===== src/rtl/life_render_if.sv =====
// Pixel stream into the colouring stage and the colour/sync/population
// stream out of it; master drives pixels, slave renders them.
interface life_render_if #(
    parameter int HCOUNT_WIDTH   = 10,
    parameter int VCOUNT_WIDTH   = 10,
    parameter int LOG_BOARD_SIZE = 6
);
    logic [HCOUNT_WIDTH-1:0]     hcount_in;
    logic [VCOUNT_WIDTH-1:0]     vcount_in;
    logic                        hsync_in;
    logic                        vsync_in;
    logic                        blank_in;
    logic                        alive_in;
    logic [LOG_BOARD_SIZE-1:0]   cursor_x_in;
    logic [LOG_BOARD_SIZE-1:0]   cursor_y_in;
    logic                        hsync_out;
    logic                        vsync_out;
    logic                        blank_out;
    logic [11:0]                 rgb_out;
    logic [2*LOG_BOARD_SIZE:0]   pop_count_out;
    logic                        pop_valid_out;

    modport master (
        output hcount_in, vcount_in, hsync_in, vsync_in,
        output blank_in, alive_in, cursor_x_in, cursor_y_in,
        input  hsync_out, vsync_out, blank_out, rgb_out,
        input  pop_count_out, pop_valid_out
    );

    modport slave (
        input  hcount_in, vcount_in, hsync_in, vsync_in,
        input  blank_in, alive_in, cursor_x_in, cursor_y_in,
        output hsync_out, vsync_out, blank_out, rgb_out,
        output pop_count_out, pop_valid_out
    );
endinterface


===== src/rtl/life_render.sv =====
// life_render: two-stage pixel colouring (cell/cursor/border) with a
// per-frame live-cell population count.
// Ports: clk_in, rst_n_in (async active-low), bus (life_render_if.slave):
//   pixel stream in (hcount/vcount/syncs/blank/alive/cursor), rgb and
//   syncs out 2 cycles later, pop_count_out/pop_valid_out per frame.
// Optional: define CURSOR_BLINK_EN to blink the cursor every
//   2**BLINK_LOG frames; otherwise the cursor is always drawn.
module life_render #(
    parameter int          BOARD_SIZE     = 64,
    parameter int          LOG_BOARD_SIZE = 6,
    parameter int          HCOUNT_WIDTH   = 10,
    parameter int          VCOUNT_WIDTH   = 10,
    parameter logic [11:0] ALIVE_COLOR    = 12'hFFF,
    parameter logic [11:0] DEAD_COLOR     = 12'h000,
    parameter logic [11:0] CURSOR_COLOR   = 12'hF00,
    parameter logic [11:0] BORDER_COLOR   = 12'h00F,
    parameter int          BLINK_LOG      = 5
) (
    input  logic          clk_in,
    input  logic          rst_n_in,
    life_render_if.slave  bus
);
    localparam int POP_W = 2*LOG_BOARD_SIZE+1;
    localparam logic [HCOUNT_WIDTH-1:0] H_BS =
        HCOUNT_WIDTH'(BOARD_SIZE);
    localparam logic [VCOUNT_WIDTH-1:0] V_BS =
        VCOUNT_WIDTH'(BOARD_SIZE);

    typedef enum logic {ST_FIRST, ST_RUN} state_t;

    state_t state_q, state_d;

    logic in_board_d, border_d, cursor_d;
    logic s1_in_board, s1_border, s1_cursor;
    logic s1_alive, s1_blank, s1_hsync, s1_vsync;
    logic [11:0] pix_color;
    logic cursor_vis;
    logic inc, frame_edge, pop_load;
    logic [POP_W-1:0] acc;

    assign in_board_d = (bus.hcount_in < H_BS)
                     && (bus.vcount_in < V_BS);
    assign border_d =
        ((bus.hcount_in == H_BS) && (bus.vcount_in <= V_BS)) ||
        ((bus.vcount_in == V_BS) && (bus.hcount_in <= H_BS));
    assign cursor_d =
        (bus.hcount_in == HCOUNT_WIDTH'(bus.cursor_x_in)) &&
        (bus.vcount_in == VCOUNT_WIDTH'(bus.cursor_y_in));

    // Stage 1: classify the pixel
    always_ff @(posedge clk_in or negedge rst_n_in) begin
        if (!rst_n_in) begin
            s1_in_board <= 1'b0;
            s1_border   <= 1'b0;
            s1_cursor   <= 1'b0;
            s1_alive    <= 1'b0;
            s1_blank    <= 1'b1;
            s1_hsync    <= 1'b1;
            s1_vsync    <= 1'b1;
        end else begin
            s1_in_board <= in_board_d;
            s1_border   <= border_d;
            s1_cursor   <= cursor_d;
            s1_alive    <= bus.alive_in;
            s1_blank    <= bus.blank_in;
            s1_hsync    <= bus.hsync_in;
            s1_vsync    <= bus.vsync_in;
        end
    end

    always_comb begin
        pix_color = 12'h000;
        if (s1_blank)
            pix_color = 12'h000;
        else if (s1_cursor && cursor_vis)
            pix_color = CURSOR_COLOR;
        else if (s1_border)
            pix_color = BORDER_COLOR;
        else if (s1_in_board && s1_alive)
            pix_color = ALIVE_COLOR;
        else if (s1_in_board)
            pix_color = DEAD_COLOR;
    end

    // Stage 2: colour and delayed syncs
    always_ff @(posedge clk_in or negedge rst_n_in) begin
        if (!rst_n_in) begin
            bus.rgb_out   <= 12'h000;
            bus.hsync_out <= 1'b1;
            bus.vsync_out <= 1'b1;
            bus.blank_out <= 1'b1;
        end else begin
            bus.rgb_out   <= pix_color;
            bus.hsync_out <= s1_hsync;
            bus.vsync_out <= s1_vsync;
            bus.blank_out <= s1_blank;
        end
    end

    // Frame boundary: vsync asserting, seen against registered vsync
    assign frame_edge = s1_vsync & ~bus.vsync_in;
    assign inc = s1_in_board & ~s1_blank & s1_alive;

    always_ff @(posedge clk_in or negedge rst_n_in) begin
        if (!rst_n_in)
            state_q <= ST_FIRST;
        else
            state_q <= state_d;
    end

    // The first edge after reset closes a partial frame: drop it
    always_comb begin
        state_d  = state_q;
        pop_load = 1'b0;
        if (frame_edge) begin
            if (state_q == ST_FIRST)
                state_d = ST_RUN;
            else
                pop_load = 1'b1;
        end
    end

    // Saturating accumulator; restarts from this cycle's increment
    always_ff @(posedge clk_in or negedge rst_n_in) begin
        if (!rst_n_in)
            acc <= '0;
        else if (frame_edge)
            acc <= POP_W'(inc);
        else if (inc && (acc != {POP_W{1'b1}}))
            acc <= acc + 1'b1;
    end

    always_ff @(posedge clk_in or negedge rst_n_in) begin
        if (!rst_n_in) begin
            bus.pop_count_out <= '0;
            bus.pop_valid_out <= 1'b0;
        end else begin
            bus.pop_valid_out <= pop_load;
            if (pop_load)
                bus.pop_count_out <= acc;
        end
    end

`ifdef CURSOR_BLINK_EN
    logic [BLINK_LOG:0] frame_cnt;

    always_ff @(posedge clk_in or negedge rst_n_in) begin
        if (!rst_n_in)
            frame_cnt <= '0;
        else if (pop_load)
            frame_cnt <= frame_cnt + 1'b1;
    end

    assign cursor_vis = ~frame_cnt[BLINK_LOG];
`else
    assign cursor_vis = 1'b1;
`endif

endmodule


===== src/flat_wrapper.sv =====
// flat-port wrapper written by rule: the top's interface ports become plain ports
module life_render_flat 
#(
    parameter int          BOARD_SIZE     = 64,
    parameter int          LOG_BOARD_SIZE = 6,
    parameter int          HCOUNT_WIDTH   = 10,
    parameter int          VCOUNT_WIDTH   = 10,
    parameter logic [11:0] ALIVE_COLOR    = 12'hFFF,
    parameter logic [11:0] DEAD_COLOR     = 12'h000,
    parameter logic [11:0] CURSOR_COLOR   = 12'hF00,
    parameter logic [11:0] BORDER_COLOR   = 12'h00F,
    parameter int          BLINK_LOG      = 5
)
  (clk_in, rst_n_in, bus_hcount_in, bus_vcount_in, bus_hsync_in, bus_vsync_in, bus_blank_in, bus_alive_in, bus_cursor_x_in, bus_cursor_y_in, bus_hsync_out, bus_vsync_out, bus_blank_out, bus_rgb_out, bus_pop_count_out, bus_pop_valid_out);
  life_render_if #(.HCOUNT_WIDTH(HCOUNT_WIDTH), .VCOUNT_WIDTH(VCOUNT_WIDTH), .LOG_BOARD_SIZE(LOG_BOARD_SIZE)) bus_i ();
  input  logic clk_in;
  input  logic rst_n_in;
  input wire logic [$bits(bus_i.hcount_in)-1:0] bus_hcount_in;
  input wire logic [$bits(bus_i.vcount_in)-1:0] bus_vcount_in;
  input wire logic [$bits(bus_i.hsync_in)-1:0] bus_hsync_in;
  input wire logic [$bits(bus_i.vsync_in)-1:0] bus_vsync_in;
  input wire logic [$bits(bus_i.blank_in)-1:0] bus_blank_in;
  input wire logic [$bits(bus_i.alive_in)-1:0] bus_alive_in;
  input wire logic [$bits(bus_i.cursor_x_in)-1:0] bus_cursor_x_in;
  input wire logic [$bits(bus_i.cursor_y_in)-1:0] bus_cursor_y_in;
  output wire logic [$bits(bus_i.hsync_out)-1:0] bus_hsync_out;
  output wire logic [$bits(bus_i.vsync_out)-1:0] bus_vsync_out;
  output wire logic [$bits(bus_i.blank_out)-1:0] bus_blank_out;
  output wire logic [$bits(bus_i.rgb_out)-1:0] bus_rgb_out;
  output wire logic [$bits(bus_i.pop_count_out)-1:0] bus_pop_count_out;
  output wire logic [$bits(bus_i.pop_valid_out)-1:0] bus_pop_valid_out;
  assign bus_i.hcount_in = bus_hcount_in;
  assign bus_i.vcount_in = bus_vcount_in;
  assign bus_i.hsync_in = bus_hsync_in;
  assign bus_i.vsync_in = bus_vsync_in;
  assign bus_i.blank_in = bus_blank_in;
  assign bus_i.alive_in = bus_alive_in;
  assign bus_i.cursor_x_in = bus_cursor_x_in;
  assign bus_i.cursor_y_in = bus_cursor_y_in;
  assign bus_hsync_out = bus_i.hsync_out;
  assign bus_vsync_out = bus_i.vsync_out;
  assign bus_blank_out = bus_i.blank_out;
  assign bus_rgb_out = bus_i.rgb_out;
  assign bus_pop_count_out = bus_i.pop_count_out;
  assign bus_pop_valid_out = bus_i.pop_valid_out;
  life_render #(.BOARD_SIZE(BOARD_SIZE), .LOG_BOARD_SIZE(LOG_BOARD_SIZE), .HCOUNT_WIDTH(HCOUNT_WIDTH), .VCOUNT_WIDTH(VCOUNT_WIDTH), .ALIVE_COLOR(ALIVE_COLOR), .DEAD_COLOR(DEAD_COLOR), .CURSOR_COLOR(CURSOR_COLOR), .BORDER_COLOR(BORDER_COLOR), .BLINK_LOG(BLINK_LOG)) u_core (.clk_in(clk_in), .rst_n_in(rst_n_in), .bus(bus_i));
endmodule

===== config.mk =====
export PLATFORM = sky130hd
export DESIGN_NAME = life_render_flat
export DESIGN_NICKNAME = d
export VERILOG_FILES = /design/src/rtl/life_render_if.sv /design/src/rtl/life_render.sv /design/src/flat_wrapper.sv
export SDC_FILE = /design/constraint.sdc
export NUM_CORES = 1
export LEC_CHECK = 0
export ABC_AREA = 1
export CAP_MARGIN = 20
export CORE_MARGIN = 2
export CORE_UTILIZATION = 26
export CTS_CLUSTER_DIAMETER = 40
export DETAILED_ROUTE_END_ITERATION = 16
export MAX_ROUTING_LAYER = met4
export PLACE_DENSITY = 0.48
export SKIP_LAST_GASP = 1
export SLEW_MARGIN = 20
export SYNTH_ARGS = -nofsm -noshare
export SYNTH_HDL_FRONTEND = slang
export SYNTH_SLANG_ARGS = --single-unit

===== constraint.sdc =====
create_clock -name clk_in -period 3.9 [get_ports clk_in]
set_clock_uncertainty 0.2 [all_clocks]
set_input_delay 0.39 -clock clk_in [delete_from_list [all_inputs] [get_ports clk_in]]
set_output_delay 0.39 -clock clk_in [all_outputs]
set_load 0.005 [all_outputs]

==> results of run 1 <==
## final timing paths
check | slack (ns) | end | from | depth (start not counted)
max | 1.77 | u_core.acc[7]$_DFFE_PN0P_ | u_core.acc[0]$_DFFE_PN0P_ | 9
min | 0.003 | u_core.bus.pop_count_out[6]$_DFFE_PN0P_ | rst_n_in | 1
max reg2reg | 1.77 | u_core.acc[7]$_DFFE_PN0P_ | u_core.acc[0]$_DFFE_PN0P_ | 9
min reg2reg | 0.16 | u_core.bus.hsync_out$_DFF_PN1_ | u_core.s1_hsync$_DFF_PN1_ | 0
max in group asynchronous | 2.94 | u_core.acc[6]$_DFFE_PN0P_ | rst_n_in | 1
min in group clk_in | 0.16 | u_core.bus.hsync_out$_DFF_PN1_ | u_core.s1_hsync$_DFF_PN1_ | 0
## power by group
part | internal (W) | total [W] | switching (W)
Sequential | 0.000432 | 0.000434 | 0.00000206
Clock | 0.000190 | 0.000330 | 0.000140
Combinational | 0.0000472 | 0.0000830 | 0.0000358
Total | 0.000669 | 0.000847 | 0.000178
## routing by layer
layer  routed length [um]  global-route usage  vias up
met4                   80              0.0441        0
met3                  171              0.0203        6
li1                     -                   -      903
met1                 2050               0.150      787
met5                    0                   -        -
met2                 2070               0.189       42
## stage by stage
stage          power [W]  cells  hold WS (ns)   util
2_1_floorplan   0.000470    253        -0.106      -
3_3_place_gp    0.000526    407         0.147  0.355
3_5_place_dp    0.000527    407         0.148  0.355
4_1_cts         0.000860    415        0.0513  0.369
5_1_grt         0.000890    415        0.0840  0.369
6_report        0.000847    415       0.00321  0.369
## area by class of cell
type	count	area (um2)	share of cell area
clock inverters	2	35.0	0.0124
repair buffers	66	656	0.231
well taps	102	128	0.0450
flip-flops and latches	41	1030	0.364
clock buffers	6	72.6	0.0256
inverters	28	105	0.0371
multi-input cells	170	807	0.285
## logic make-up after synthesis
kind of cell             count (synthesis)  share of synthesized area
AND/OR/NAND/NOR                        141                      0.298
XOR/XNOR                                11                     0.0472
adder cells (fa/ha/maj)                  1                    0.00612
flip-flops                              41                      0.506
buffers and inverters                   42                     0.0992
AO/OA/AOI/OAI                           17                     0.0435
## cells in the mapped netlist (all sizes together)
cell type / instances / area [um2]
xnor2: 4 / 35.0
nand2: 78 / 298
dfrtp: 35 / 876
dfstp: 6 / 158
a21oi: 4 / 20.0
nor3: 4 / 20.0
xor2: 7 / 61.3
clkbuf: 1 / 3.75
a211oi: 1 / 7.51
o21ai: 11 / 55.1
nand3b: 1 / 7.51
nand4: 8 / 50.1
or2: 1 / 6.26
nor2: 32 / 143
o22ai: 1 / 6.26
ha: 1 / 12.5
nand3: 17 / 85.1
inv: 28 / 105
buf: 13 / 93.8
## worst max-delay path: cells and delay by family, from the launching register on
family / cells / cell delay [ns]
fa+ha+maj: 1 / 0.25
simple gates: 8 / 1.14
flops: 1 / 0.42
==> flow_summary.yaml, run 1 <==
sta:
  period_minus_slack_ns: 2.13
  fin_setup_tns_ns: 0
  maxSlewHeadroom: 0.421
  drv_slew: 0
  setup_viol: 0
  hold_viol: 0
  post-route-period-util: 0.546
  fmaxAchievable_mhz: 470
  worst_slack_ns: 1.77
  rsz0062_at_grt: "false"
  tightest_slew_ns: 0.868
yosys:
  synth.ff_latch_count: 41
  syn_inst: 253
  syn-num-nets: 292
  ys_types: 26
  syn_area_um2: 2040
  yosysWarningCount: 0
  ys_seq_area_frac: 0.506
  avgSynthCellArea_um2: 8.08
setup_path:
  arrival_ns: 2.11
  worstSetupStartpointType: "flop"
  cp-end-kind: "flop"
  cp_data_required_time_ns: 3.88
  cp_slowest_cell: "nor2_2"
  critPathKind: "reg2reg"
  path_max_fanout: 13
  critPathMaxStageDelay_ns: 0.47
  cp_cell_sequence: "ha_1 -> nand2_1 -> nor2_2 -> nand2_2 -> nor2_2 -> nor2_2 -> nor2_4 -> nand2_1 -> nand2_1"
placement:
  dp_slack_ns: 1.71
  portBuffers: 66
  dpl_cell_area_um2: 2730
  gp_congestion: 0.766
  place_hpwl_mm: 3.42
floorplanning:
  pin_count: 67
  initial_utilization: 0.266
  die_w_um: 92.7
  die_area_um2: 8580
  design.core.area_um2: 7690
  fp-row-count: 32
  die_height_um: 92.7
final_layout:
  layout_common_cells: "76 x nand2_1, 65 x clkdlybuf4s50_1, 35 x dfrtp_1"
  largest_registers: "u_core.acc x13, u_core.bus.pop_count_out x13, u_core.bus.rgb_out x3"
  areaGrowthSynthToFinish_pct: 38.8
  n_antenna_cell: 0
  fin_area_um2: 2840
  fillers: 830
  drive_above_1_share: 0.0863
  final_common_cell: "nand2_1"
  fin_nets: 351
power_and_ir_drop:
  powerDensity_nw_per_um2: 299
  ir_drop_mv: 0.115
  p_leak_nw: 1.29
global_routing:
  grt_max_degree: 42
  grt_usage: 0.118
  overflow: 0
  grt_pass1_wl_mm: 8.01
  antenna_found_initial: 0
  grt_pass1_vias: 1750
cts:
  ctsLongestPathBuffers: 2
  post_cts_buffers: 0
  clk_root_buffer_cell: "clkbuf_8"
  postCtsHoldBufs: 0
  cts_buffers: 5
  htree_num_levels: 2
  cts_tree: "built"
  clk_latency_ns: 0.29
  clkSinkCount: 41
  clk_pin_slew_ns: 0.08
  cts_resized: 0
detailed_routing:
  ant_nets: 0
  wl_per_cell_um: 10.5
  drt_iter0_drc: 148
  num_vias: 1738
  drtPass1Iterations: 5
  routed_wl_mm: 4.37
  drc_errors: 0
  vias_per_cell: 4.19
flow_run:
  maxCapViolations: 0
min_path:
  hp-class: "in2async"
outcome:
  status: "completed"
Note: power is estimated with default switching activity, not from simulation.
==> inputs of run 2 (changes only) <==
==> constraint.sdc (replaced) <==
create_clock -name clk_in -period 2.13 [get_ports clk_in]
set_clock_uncertainty 0.2 [all_clocks]
set_input_delay 0.213 -clock clk_in [delete_from_list [all_inputs] [get_ports clk_in]]
set_output_delay 0.213 -clock clk_in [all_outputs]
set_load 0.005 [all_outputs]
==> run 2 against run 1 <==
  * Die area unchanged
  * Non-clock buffer count increased by 4
  * Setup slack got worse by 1.5 ns
  * Final cell count grew 0.96%
  * Flip-flop and latch count did not move
  * Clock-buffer cell count up 2
  * Worst hold slack improved by 0.14 ns
  * Register-to-register slack worse by 1.5 ns
  * Sequential power up 83%
  * Sequential share of layout area decreased by 0.19 points
  * Power grew 72%
  * Critical path type unchanged
  * Largest cell class unchanged
  * Largest power group unchanged
  * Highest routed layer unchanged
==> flow_summary.yaml, run 2 (synthesized netlist as in run 1, its figures left out) <==
setup_path:
  path_max_fanout: 12
  cp_data_required_time_ns: 2.11
  arrival_ns: 1.79
  cp_slowest_cell: "dfrtp_1"
  worst_path_most_repeated_cell: "nor2_2"
  critPathKind: "reg2reg"
  regToRegSetupSlack_ns: 0.32
  worstSetupStartpointType: "flop"
  cp-end-kind: "flop"
  cp_cell_sequence: "ha_1 -> nand2_1 -> nor2_2 -> nand2_2 -> nor2_2 -> nor2_2 -> buf_4 -> a21oi_1 -> nand2_1"
  critPathMaxStageDelay_ns: 0.39
cts:
  cts_tree: "built"
  postCtsHoldBufs: 1
  ctsLongestPathBuffers: 2
  htree_num_levels: 2
  post_cts_buffers: 0
  clk_latency_ns: 0.29
  clk_root_buffer_cell: "clkbuf_8"
  clkSinkCount: 41
  clk_pin_slew_ns: 0.07
  cts_buffers: 5
  cts_resized: 0
power_and_ir_drop:
  power_switching_w: 0.000314
  powerDensity_nw_per_um2: 512
  p_int_w: 0.00115
  p_sw_frac: 0.215
  p_leak_nw: 1.30
  ir_drop_mv: 0.185
  p_clk_frac: 0.348
  p_comb_frac: 0.108
  total_power_w: 0.00146
  pwr-share-seq: 0.544
final_layout:
  largest_registers: "u_core.acc x13, u_core.bus.pop_count_out x13, u_core.bus.rgb_out x3"
  final_util: 0.371
  fin_nets: 355
  drive_above_1_share: 0.0915
  layout_common_cells: "76 x nand2_1, 65 x clkdlybuf4s50_1, 35 x dfrtp_1"
  fin_area_um2: 2850
  final_common_cell: "nand2_1"
  areaGrowthSynthToFinish_pct: 39.6
  n_antenna_cell: 0
placement:
  portBuffers: 66
  gp_congestion: 0.783
  dpl_cell_area_um2: 2750
  place_hpwl_mm: 3.36
  dp_slack_ns: 0.254
sta:
  post-route-period-util: 0.851
  fmaxAchievable_mhz: 552
  tightest_slew_ns: 0.505
  maxSlewHeadroom: 0.663
  drv_slew: 0
  worst_slack_ns: 0.317
  fin_setup_tns_ns: 0
  hold_viol: 0
  period_minus_slack_ns: 1.81
  rsz0062_at_grt: "false"
  setup_viol: 0
global_routing:
  grt_pass1_vias: 1753
  grt_usage: 0.115
  grt_pass1_wl_mm: 7.85
  grt_max_degree: 42
  antenna_found_initial: 0
  overflow: 0
floorplanning:
  die_height_um: 92.7
  design.core.area_um2: 7690
  pin_count: 67
  initial_utilization: 0.266
  die_area_um2: 8580
  die_w_um: 92.7
  fp-row-count: 32
outcome:
  status: "completed"
detailed_routing:
  wl_per_cell_um: 10.3
  vias_per_cell: 4.13
  num_vias: 1730
  drc_errors: 0
  drtPass1Iterations: 4
  routed_wl_mm: 4.31
  ant_nets: 0
  drt_iter0_drc: 122
flow_run:
  maxCapViolations: 0
min_path:
  hp-class: "in2reg"
run 2: cell count changes in the layout (fill, tap and decap cells not counted):
| cell | previous run | this run |
|---|---|---|
| buf_4 | 0 | 3 |
| clkbuf_1 | 1 | 2 |
| dlygate4sd3_1 | 0 | 1 |
| clkinv_2 | 1 | 0 |
| clkbuf_8 | 5 | 6 |
| bufinv_16 | 1 | 0 |
run 2: metrics by stage:
step | std cells | hold slack (ns)
final | 419 | 0.139
after global routing | 419 | 0.139
after CTS | 419 | 0.126
after detailed placement | 410 | 0.111
after global placement | 410 | 0.105
after floorplan | 253 | -0.283
run 2: layout make-up:
cell class              instances  area (um2)
clock buffers                   8        90.1
fillers                       803        4840
multi-input cells             170         807
repair buffers                 70         688
flip-flops and latches         41        1030
inverters                      28         105
well taps                     102         128
run 2: metal layers:
metal	track usage	routed length, um
met1	0.148	2040
met3	0.0195	179
met4	0.0490	74
met5	-	0
met2	0.182	2010
run 2: power by group through the flow:
stage	clock (W)	sequential [W]	combinational (W)
after floorplan	0	0.000810	0.0000509
after detailed placement	0	0.000809	0.000159
after global routing	0.000573	0.000795	0.000176
after global placement	0	0.000809	0.000159
after CTS	0.000537	0.000794	0.000161
final	0.000508	0.000795	0.000157
run 2: worst paths after layout:
kind,start,to,cells past startpoint
max,u_core.acc[0]$_DFFE_PN0P_,u_core.acc[0]$_DFFE_PN0P_,9
min,bus_hsync_in,u_core.s1_hsync$_DFF_PN1_,1
max reg2reg,u_core.acc[0]$_DFFE_PN0P_,u_core.acc[0]$_DFFE_PN0P_,9
min reg2reg,u_core.s1_hsync$_DFF_PN1_,u_core.bus.hsync_out$_DFF_PN1_,0
max in group asynchronous,rst_n_in,u_core.s1_blank$_DFF_PN1_,3
min in group asynchronous,rst_n_in,u_core.bus.pop_valid_out$_DFF_PN0_,3
run 2: critical path: cells and delay by family, from the launching register on:
family / cells / cell delay (ns)
adder cells (fa/ha/maj): 1 / 0.21
buffers and inverters: 1 / 0.18
AND/OR/NAND/NOR: 6 / 0.59
AO/OA/AOI/OAI: 1 / 0.14
flip-flops: 1 / 0.39
==> inputs of run 3 (changes only) <==
--- a/config.mk
+++ b/config.mk
@@ -6,12 +6,11 @@
 export NUM_CORES = 1
 export LEC_CHECK = 0
 export ABC_AREA = 1
-export CAP_MARGIN = 20
+export CAP_MARGIN = 10
 export CORE_MARGIN = 2
 export CORE_UTILIZATION = 26
 export CTS_CLUSTER_DIAMETER = 40
 export DETAILED_ROUTE_END_ITERATION = 16
-export MAX_ROUTING_LAYER = met4
 export PLACE_DENSITY = 0.48
 export SKIP_LAST_GASP = 1
 export SLEW_MARGIN = 20
==> run 3 against run 2 <==
  * Sequential share of layout area unchanged
  * Wire length hardly changed
  * Design area unchanged
  * Final cell count unchanged
  * Clock-buffer cell count unchanged
  * Global-route usage fell by 0.31 points
  * Register-to-register slack is essentially flat
  * Setup slack did not move
  * Largest power group unchanged
==> flow_summary.yaml, run 3 (synthesized netlist as in run 1, its figures left out) <==
outcome:
  status: "completed"
detailed_routing:
  routed_wl_mm: 4.31
  drc_errors: 0
  drtPass1Iterations: 4
  ant_nets: 0
  vias_per_cell: 4.14
  num_vias: 1733
  wl_per_cell_um: 10.3
  drt_iter0_drc: 122
placement:
  gp_congestion: 0.773
  portBuffers: 66
  place_hpwl_mm: 3.36
setup_path:
  critPathMaxStageDelay_ns: 0.39
  regToRegSetupSlack_ns: 0.32
  crit_buf_inv: 1
  arrival_ns: 1.79
  worstSetupStartpointType: "flop"
  cpLargestDelayFamily: "simple AND/OR/NAND/NOR gates"
  worst_r2r_endpoint: "u_core.acc[0]$_DFFE_PN0P_"
  path_max_fanout: 12
  critPathKind: "reg2reg"
  cp_cell_sequence: "ha_1 -> nand2_1 -> nor2_2 -> nand2_2 -> nor2_2 -> nor2_2 -> buf_4 -> a21oi_1 -> nand2_1"
  worst_path_most_repeated_cell: "nor2_2"
  r2r-start: "u_core.acc[0]$_DFFE_PN0P_"
  reg2regPathDepth: 9
  cp_slowest_cell: "dfrtp_1"
  cp-end-kind: "flop"
  cp_data_required_time_ns: 2.11
global_routing:
  antenna_found_initial: 0
  grt_usage: 0.112
  overflow: 0
  grt_pass1_vias: 1753
  grt_pass1_wl_mm: 7.85
  grt_max_degree: 42
final_layout:
  drive_above_1_share: 0.0915
  fin_nets: 355
  layout_common_cells: "76 x nand2_1, 65 x clkdlybuf4s50_1, 35 x dfrtp_1"
  final_common_cell: "nand2_1"
  n_antenna_cell: 0
  final_util: 0.371
  areaGrowthSynthToFinish_pct: 39.6
  largest_registers: "u_core.acc x13, u_core.bus.pop_count_out x13, u_core.bus.rgb_out x3"
cts:
  clk_pin_slew_ns: 0.07
  cts_tree: "built"
  ctsLongestPathBuffers: 2
  clk_latency_ns: 0.29
  clk_root_buffer_cell: "clkbuf_8"
  cts_resized: 0
  clkSinkCount: 41
  cts_buffers: 5
  htree_num_levels: 2
floorplanning:
  die_w_um: 92.7
  design.core.area_um2: 7690
  fp-row-count: 32
  die_height_um: 92.7
  pin_count: 67
  die_area_um2: 8580
  initial_utilization: 0.266
sta:
  post-route-period-util: 0.851
  fmaxAchievable_mhz: 552
  tightest_slew_ns: 0.505
  fin_setup_tns_ns: 0
  hold_viol: 0
  period_minus_slack_ns: 1.81
  setup_viol: 0
  rsz0062_at_grt: "false"
  maxSlewHeadroom: 0.663
  drv_slew: 0
  holdWs_ns: 0.139
min_path:
  hp-class: "in2reg"
  hold_path_depth: 1
  min_from: "bus_hsync_in"
  min_to: "u_core.s1_hsync$_DFF_PN1_"
power_and_ir_drop:
  p_leak_nw: 1.30
  ir_drop_mv: 0.185
  powerDensity_nw_per_um2: 512
flow_run:
  maxCapViolations: 0
## run 3: cell counts in the layout (fill, tap and decap cells not counted)
Identical to the previous run, type by type.
## run 3: final cells by class
class	instances	area [um2]
Fill cell	803	4840
Sequential cell	41	1030
Multi-Input combinational cell	170	807
Timing Repair Buffer	70	688
Tap cell	102	128
Inverter	28	105
Clock buffer	8	90.1
## run 3: power by group
part	internal, W	switching [W]
logic	0.0000900	0.0000671
clock network	0.000264	0.000244
registers	0.000791	0.00000355
total	0.00115	0.000314
## run 3: what timing repair did
item,CTS,global route
hold buffers,1,0
buffers inserted,0,0
endpoints found under the hold margin,35,0
endpoints found under the setup margin,0,0
## run 3: metal layers
layer  vias to the layer above  track usage  wire [um]
met4                         0       0.0490         74
met1                       765        0.146       2030
met3                         5       0.0220        194
met5                         -            0          0
li1                        915            -          -
met2                        48        0.182       2010
## run 3: how the worst max path moves through the flow
stage | depth (start not counted) | slack [ns] | end | startpoint
after CTS | 9 | 0.32 | u_core.acc[11]$_DFFE_PN0P_ | u_core.acc[0]$_DFFE_PN0P_
after detailed placement | 7 | 0.25 | u_core.bus.pop_count_out[8]$_DFFE_PN0P_ | bus_vsync_in
after global placement | 7 | 0.25 | u_core.bus.pop_count_out[0]$_DFFE_PN0P_ | bus_vsync_in
after global routing | 9 | 0.13 | u_core.acc[11]$_DFFE_PN0P_ | u_core.acc[1]$_DFFE_PN0P_
after floorplan | 9 | 0.45 | u_core.acc[11]$_DFFE_PN0P_ | u_core.acc[0]$_DFFE_PN0P_
final | 9 | 0.32 | u_core.acc[0]$_DFFE_PN0P_ | u_core.acc[0]$_DFFE_PN0P_
## run 3: through the flow
step / worst slack (ns) / instances / area (um2) / power (W)
floorplan: 0.448 / 253 / 2040 / 0.000861
global placement: 0.253 / 410 / 2750 / 0.000968
detailed placement: 0.254 / 410 / 2750 / 0.000969
CTS: 0.320 / 419 / 2850 / 0.00149
global route: 0.132 / 419 / 2850 / 0.00155
finish: 0.317 / 419 / 2850 / 0.00146
==> RTL edit 1, RTL diff (flow settings as in run 2) <==
`VCOUNT_WIDTH` is set to 10 in 3 places; all go to 8.
--- a/src/rtl/life_render_if.sv
+++ b/src/rtl/life_render_if.sv
@@ -2,7 +2,7 @@
 // stream out of it; master drives pixels, slave renders them.
 interface life_render_if #(
     parameter int HCOUNT_WIDTH   = 10,
-    parameter int VCOUNT_WIDTH   = 10,
+    parameter int VCOUNT_WIDTH   = 8,
     parameter int LOG_BOARD_SIZE = 6
 );
     logic [HCOUNT_WIDTH-1:0]     hcount_in;
--- a/src/rtl/life_render.sv
+++ b/src/rtl/life_render.sv
@@ -9,7 +9,7 @@
     parameter int          BOARD_SIZE     = 64,
     parameter int          LOG_BOARD_SIZE = 6,
     parameter int          HCOUNT_WIDTH   = 10,
-    parameter int          VCOUNT_WIDTH   = 10,
+    parameter int          VCOUNT_WIDTH   = 8,
     parameter logic [11:0] ALIVE_COLOR    = 12'hFFF,
     parameter logic [11:0] DEAD_COLOR     = 12'h000,
     parameter logic [11:0] CURSOR_COLOR   = 12'hF00,
--- a/src/flat_wrapper.sv
+++ b/src/flat_wrapper.sv
@@ -4,7 +4,7 @@
     parameter int          BOARD_SIZE     = 64,
     parameter int          LOG_BOARD_SIZE = 6,
     parameter int          HCOUNT_WIDTH   = 10,
-    parameter int          VCOUNT_WIDTH   = 10,
+    parameter int          VCOUNT_WIDTH   = 8,
     parameter logic [11:0] ALIVE_COLOR    = 12'hFFF,
     parameter logic [11:0] DEAD_COLOR     = 12'h000,
     parameter logic [11:0] CURSOR_COLOR   = 12'hF00,
Interface: changed (resized bus_vcount_in); port bits go from 67 to 65. The function was not compared with the original's and may differ.
==> RTL edit 1 against run 2 <==
First-iteration DRC count decreased by 47%; synthesized area increased by 2.1%; core utilization increased by 0.25 points; sequential cell count unchanged; critical endpoint is now u_core.acc[4]$_DFFE_PN0P_; die area is 2.0% higher; total power is 11% higher; sequential share of layout area decreased by 0.61 points; count of clock-buffer cells in the layout decreased by 1; cell area is 1.7% higher; critical path depth shrank 3; routed wire length increased by 6.3%; setup slack better by 73 ps; largest cell class unchanged.
==> RTL edit 1: results (changes against run 2) <==
run_status:
  status: "finished, final reports clean"
clock_tree:
  cts_root_buffer: "clkbuf_8"
  cts_hold_buffers: 1  # unchanged
  cts.htree.levels: 2  # unchanged
  clkSlewWorstSetupHoldPaths_ps: 80
  clkLatencyLatePin_ps: 280
  ctsLongestPathBuffers: 2  # unchanged
  cts_setup_buffers: 0  # unchanged
  cts_resized: 0  # unchanged
setup_path:
  reg2reg_to: "u_core.acc[4]$_DFFE_PN0P_"
  cp_max_fo: 8  # -4
  worstReg2RegStart: "u_core.acc[0]$_DFFE_PN0P_"
  crit_start: "u_core.acc[0]$_DFFE_PN0P_"
  cp.arrival_ps: 1750  # -40 ps
  rr_worst_depth: 6  # -3
  cpMaxStageDelayCell: "dfrtp_1"
  endpoint_kind: "flop"
  cpPeakStageDelay_ps: 440  # +50 ps
  regToRegSetupSlack_ps: 390  # +70 ps
routing:
  dr.first_iter.drc_count: 65  # -47%
  vias: 1690  # -2.3%
  drt-total-wl_um: 4580  # +6.3%
grt:
  grtUsageMet1_pct: 16.3  # +1.5 points
  grt_max_degree: 31  # -26%
  use_met2_pct: 17.8  # -0.38 points
  grt_util_met3_pct: 2.10  # +0.14 points
  grt_util_all_layers_pct: 11.9  # +0.33 points
  antenna_found_initial: 0  # unchanged
  grt_pass1_wl_um: 8090  # +3.0%
power:
  peakVddDrop_v: 0.000266  # +44%
  p_int_mw: 1.28  # +12%
  leakage_nw: 1.24  # -4.6%
finish:
  top_regs: "u_core.acc (13), u_core.bus.pop_count_out (13), u_core.bus.rgb_out (3)"
  drive_gt1_share_pct: 12.0  # +2.8 points
  final_nets: 345  # -2.8%
logic_synthesis:
  syn_nets: 283  # -3.1%
  ys_top_cells_by_area: "dfrtp_1, nand2_1, dfstp_2"
  async_reset_ff_share_pct: 100  # unchanged
  ys_seq_area_share_pct: 49.6  # -1.0 points
  ys.flop_type: "dfrtp_1"
  synth_commonest_cells: "nand2_1, dfrtp_1, nor2_1, nand3_1, inv_1"
  yosys.cell_types.count: 28  # +7.7%
placement:
  portBuffers: 64  # -3.0%
  dp_hpwl_um: 3610  # +7.2%
  gp_congestion: 0.818  # +4.5%
min_path:
  hold_path_class: "input port to flop"
sta:
  max_slew_margin_pct: 55.6  # -11 points
## RTL edit 1: cell count changes in the layout (fill, tap and decap cells not counted), moves of 3 or more
| cell | delta |
|---|---|
| inv_1 | -4 |
| nand3_1 | +6 |
| nand2_1 | -13 |
| xor2_1 | +3 |
| nor2_2 | -3 |
| nand4_1 | -5 |
| o21ai_2 | +6 |
## RTL edit 1: logic make-up (layout without fill, tap and decap cells)
group | Yosys count | in the layout | synth area share [%]
xor+xnor | 14 | 14 | 5.88
fa+ha+maj | 1 | 1 | 0.600
compound gates | 24 | 24 | 7.14
flops | 41 | 41 | 49.6
simple gates | 129 | 129 | 27.8
buf+inv | 37 | 100 | 9.00
## RTL edit 1: worst min-delay path by stage
stage / startpoint / endpoint / slack [ps] / depth (start not counted)
floorplan: rst_n_in / u_core.acc[0]$_DFFE_PN0P_ / -280 / 0
global placement: rst_n_in / u_core.bus.pop_count_out[3]$_DFFE_PN0P_ / 90 / 1
detailed placement: rst_n_in / u_core.bus.pop_count_out[6]$_DFFE_PN0P_ / 90 / 1
CTS: bus_blank_in / u_core.s1_blank$_DFF_PN1_ / 110 / 1
global route: bus_blank_in / u_core.s1_blank$_DFF_PN1_ / 130 / 1
finish: bus_blank_in / u_core.s1_blank$_DFF_PN1_ / 130 / 1
## RTL edit 1: metrics by stage
step / utilization [%] / cells / instance area (um^2) / setup WS, ps / total power, mW
after floorplan: - / 246 / 2090 / 576 / 0.880
after global placement: 35.7 / 402 / 2770 / 300 / 1.00
after detailed placement: 35.7 / 402 / 2770 / 245 / 1.00
after CTS: 37.3 / 411 / 2900 / 362 / 1.65
after global routing: 37.3 / 411 / 2900 / 212 / 1.71
final: 37.3 / 411 / 2900 / 391 / 1.62
## RTL edit 1: power by group through the flow
stage / combinational (mW) / clock (mW) / sequential [mW]
after detailed placement: 0.175 / 0 / 0.826
after global placement: 0.174 / 0 / 0.827
final: 0.172 / 0.636 / 0.811
after CTS: 0.177 / 0.663 / 0.811
after floorplan: 0.0560 / 0 / 0.824
after global routing: 0.194 / 0.702 / 0.814
## RTL edit 1: worst reg2reg max path: cells and delay by family, from the launching register on
kind	cells	cell delay, ps
fa+ha+maj	1	260
compound gates	1	210
flops	1	440
simple gates	4	550
## RTL edit 1: final cells by class
| type | instances | area (um^2) |
|---|---|---|
| fillers | 812 | 4870 |
| flip-flops and latches | 41 | 1030 |
| multi-input cells | 168 | 865 |
| repair buffers | 68 | 668 |
| well taps | 102 | 128 |
| inverters | 24 | 90.1 |
| clock buffers | 7 | 86.3 |
| clock inverters | 1 | 30.0 |
## RTL edit 1: per-layer routing
metal | part of all wire [%] | routed length, um | vias to the layer above
met5 | 0 | 0 | -
met4 | 0.92 | 42 | 0
met3 | 3.1 | 144 | 2
met2 | 46 | 2120 | 29
met1 | 50 | 2280 | 761
li1 | - | - | 898
==> RTL edit 2, RTL diff (settings of run 2) <==
Without the edit above. The option `CURSOR_BLINK_EN` is turned on by a define.
--- a/src/rtl/life_render.sv
+++ b/src/rtl/life_render.sv
@@ -5,6 +5,8 @@
 //   syncs out 2 cycles later, pop_count_out/pop_valid_out per frame.
 // Optional: define CURSOR_BLINK_EN to blink the cursor every
 //   2**BLINK_LOG frames; otherwise the cursor is always drawn.
+`define CURSOR_BLINK_EN
+
 module life_render #(
     parameter int          BOARD_SIZE     = 64,
     parameter int          LOG_BOARD_SIZE = 6,
Behaviour: no difference found for any inputs over 10 cycles, from zero or initial values and one cycle with rst_n_in low; that may be too few to reach the edited logic, so the function may still have changed.
==> RTL edit 2 against run 2 <==
Via count rose by 12%; cell area rose by 12%; clock power rose by 7.5%; setup slack got worse by 53 ps; total power rose by 25%; sequential cell count rose by 6; synthesized area rose by 16%; routed wire length rose by 21%; critical path type unchanged; highest routed layer unchanged.
==> RTL edit 2: results (changes against run 2) <==
power:
  power_switching_uw: 480  # +53%
  peakVddDrop_v: 0.000270  # +46%
clock_tree:
  ctsLongestPathBuffers: 2  # unchanged
grt:
  grt_pass1_vias: 1932  # +10%
  grt_pass1_wl_um: 9080  # +16%
  grt_max_degree: 25  # -40%
  use_met2_pct: 18.0  # -0.15 points
  grt_util_met3_pct: 2.25  # +0.30 points
  grt_util_all_layers_pct: 11.7  # +0.17 points
  grtUsageMet1_pct: 15.3  # +0.50 points
routing:
  met1_length_um: 2550  # +25%
  vias: 1943  # +12%
  wl_met3_um: 201  # +12%
  dr.first_iter.drc_count: 105  # -14%
  wl_met2_um: 2370  # +18%
  highest_layer: "met4"
  wl_per_cell_um: 11.6  # +13%
  drt-total-wl_um: 5230  # +21%
logic_synthesis:
  synth_commonest_cells: "nand2_1, dfrtp_1, nand3_1, inv_1, nor2_1"
  yosys.cell_types.count: 25  # -3.8%
  syn_nets: 314  # +7.5%
  synth_area_per_cell_um2: 8.62  # +6.7%
  ys_top_cells_by_area: "dfrtp_1, nand2_1, dfstp_2"
  ys_seq_area_share_pct: 50.1  # -0.45 points
finish:
  fill_cells: 931  # +16%
  multi_input_area_um2: 976  # +21%
  drive_gt1_share_pct: 11.1  # +2.0 points
  syn2layout_area_growth_pct: 35.3
  buffers: 74  # +5.7%
  nMultiInputCombCells: 188  # +11%
  nonClkBufAreaFrac_pct: 22.5  # -1.7 points
  nNonClkInverters: 25  # -11%
  final_nets: 381  # +7.3%
  nFlopsAndLatches: 47  # +15%
  seqCellArea_mm2: 0.00118  # +15%
  clk_share_pct: 2.74  # -0.42 points
placement:
  placed_cells: 441  # +7.6%
  place_area_mm2: 0.00310  # +13%
  place_ws_ps: 236  # -17.9 ps
  gp_congestion: 0.832  # +6.2%
setup_path:
  cp_max_fo: 6  # -6
  cpPeakStageDelay_ps: 440  # +50 ps
  regToRegSetupSlack_ps: 260  # -50 ps
  crit_end: "u_core.acc[1]$_DFFE_PN0P_"
  crit_start: "u_core.acc[1]$_DFFE_PN0P_"
die:
  die_x_um: 99.3  # +7.2%
min_path:
  hold_path_class: "input port to flop"
sta:
  hold_ws_ps: 110  # -29.0 ps
  period_share_pct: 87.6  # +2.5 points
  worstMarginPinSlew_ps: 544  # +39.6 ps
run_status:
  status: "finished, final reports clean"
==> RTL edit 2: changes by cell type after synthesis, moves of 4 or more <==
cell / before / now
nand3_1: 17 / 29
o21ai_0: 3 / 12
o21ai_1: 8 / 1
dfrtp_1: 35 / 41
nand2_1: 76 / 71
xor2_1: 7 / 12
inv_2: 4 / 0
nor2_1: 25 / 21
or2_2: 0 / 4
xnor2_1: 4 / 8
==> RTL edit 2: kinds of logic after synthesis <==
family,count (synthesis),synth area share (%)
flip-flops,47,50.1
adder cells (fa/ha/maj),2,1.06
XOR/XNOR,20,7.42
buffers and inverters,39,8.53
AND/OR/NAND/NOR,147,28.5
AO/OA/AOI/OAI,19,4.35
==> RTL edit 2: power by group through the flow <==
stage          Combinational [mW]  Clock (mW)  Sequential, mW
6_report                    0.262       0.546            1.01
5_1_grt                     0.300       0.604            1.02
2_1_floorplan               0.119           0            1.02
3_5_place_dp                0.265           0            1.03
3_3_place_gp                0.262           0            1.03
4_1_cts                     0.267       0.565            1.01
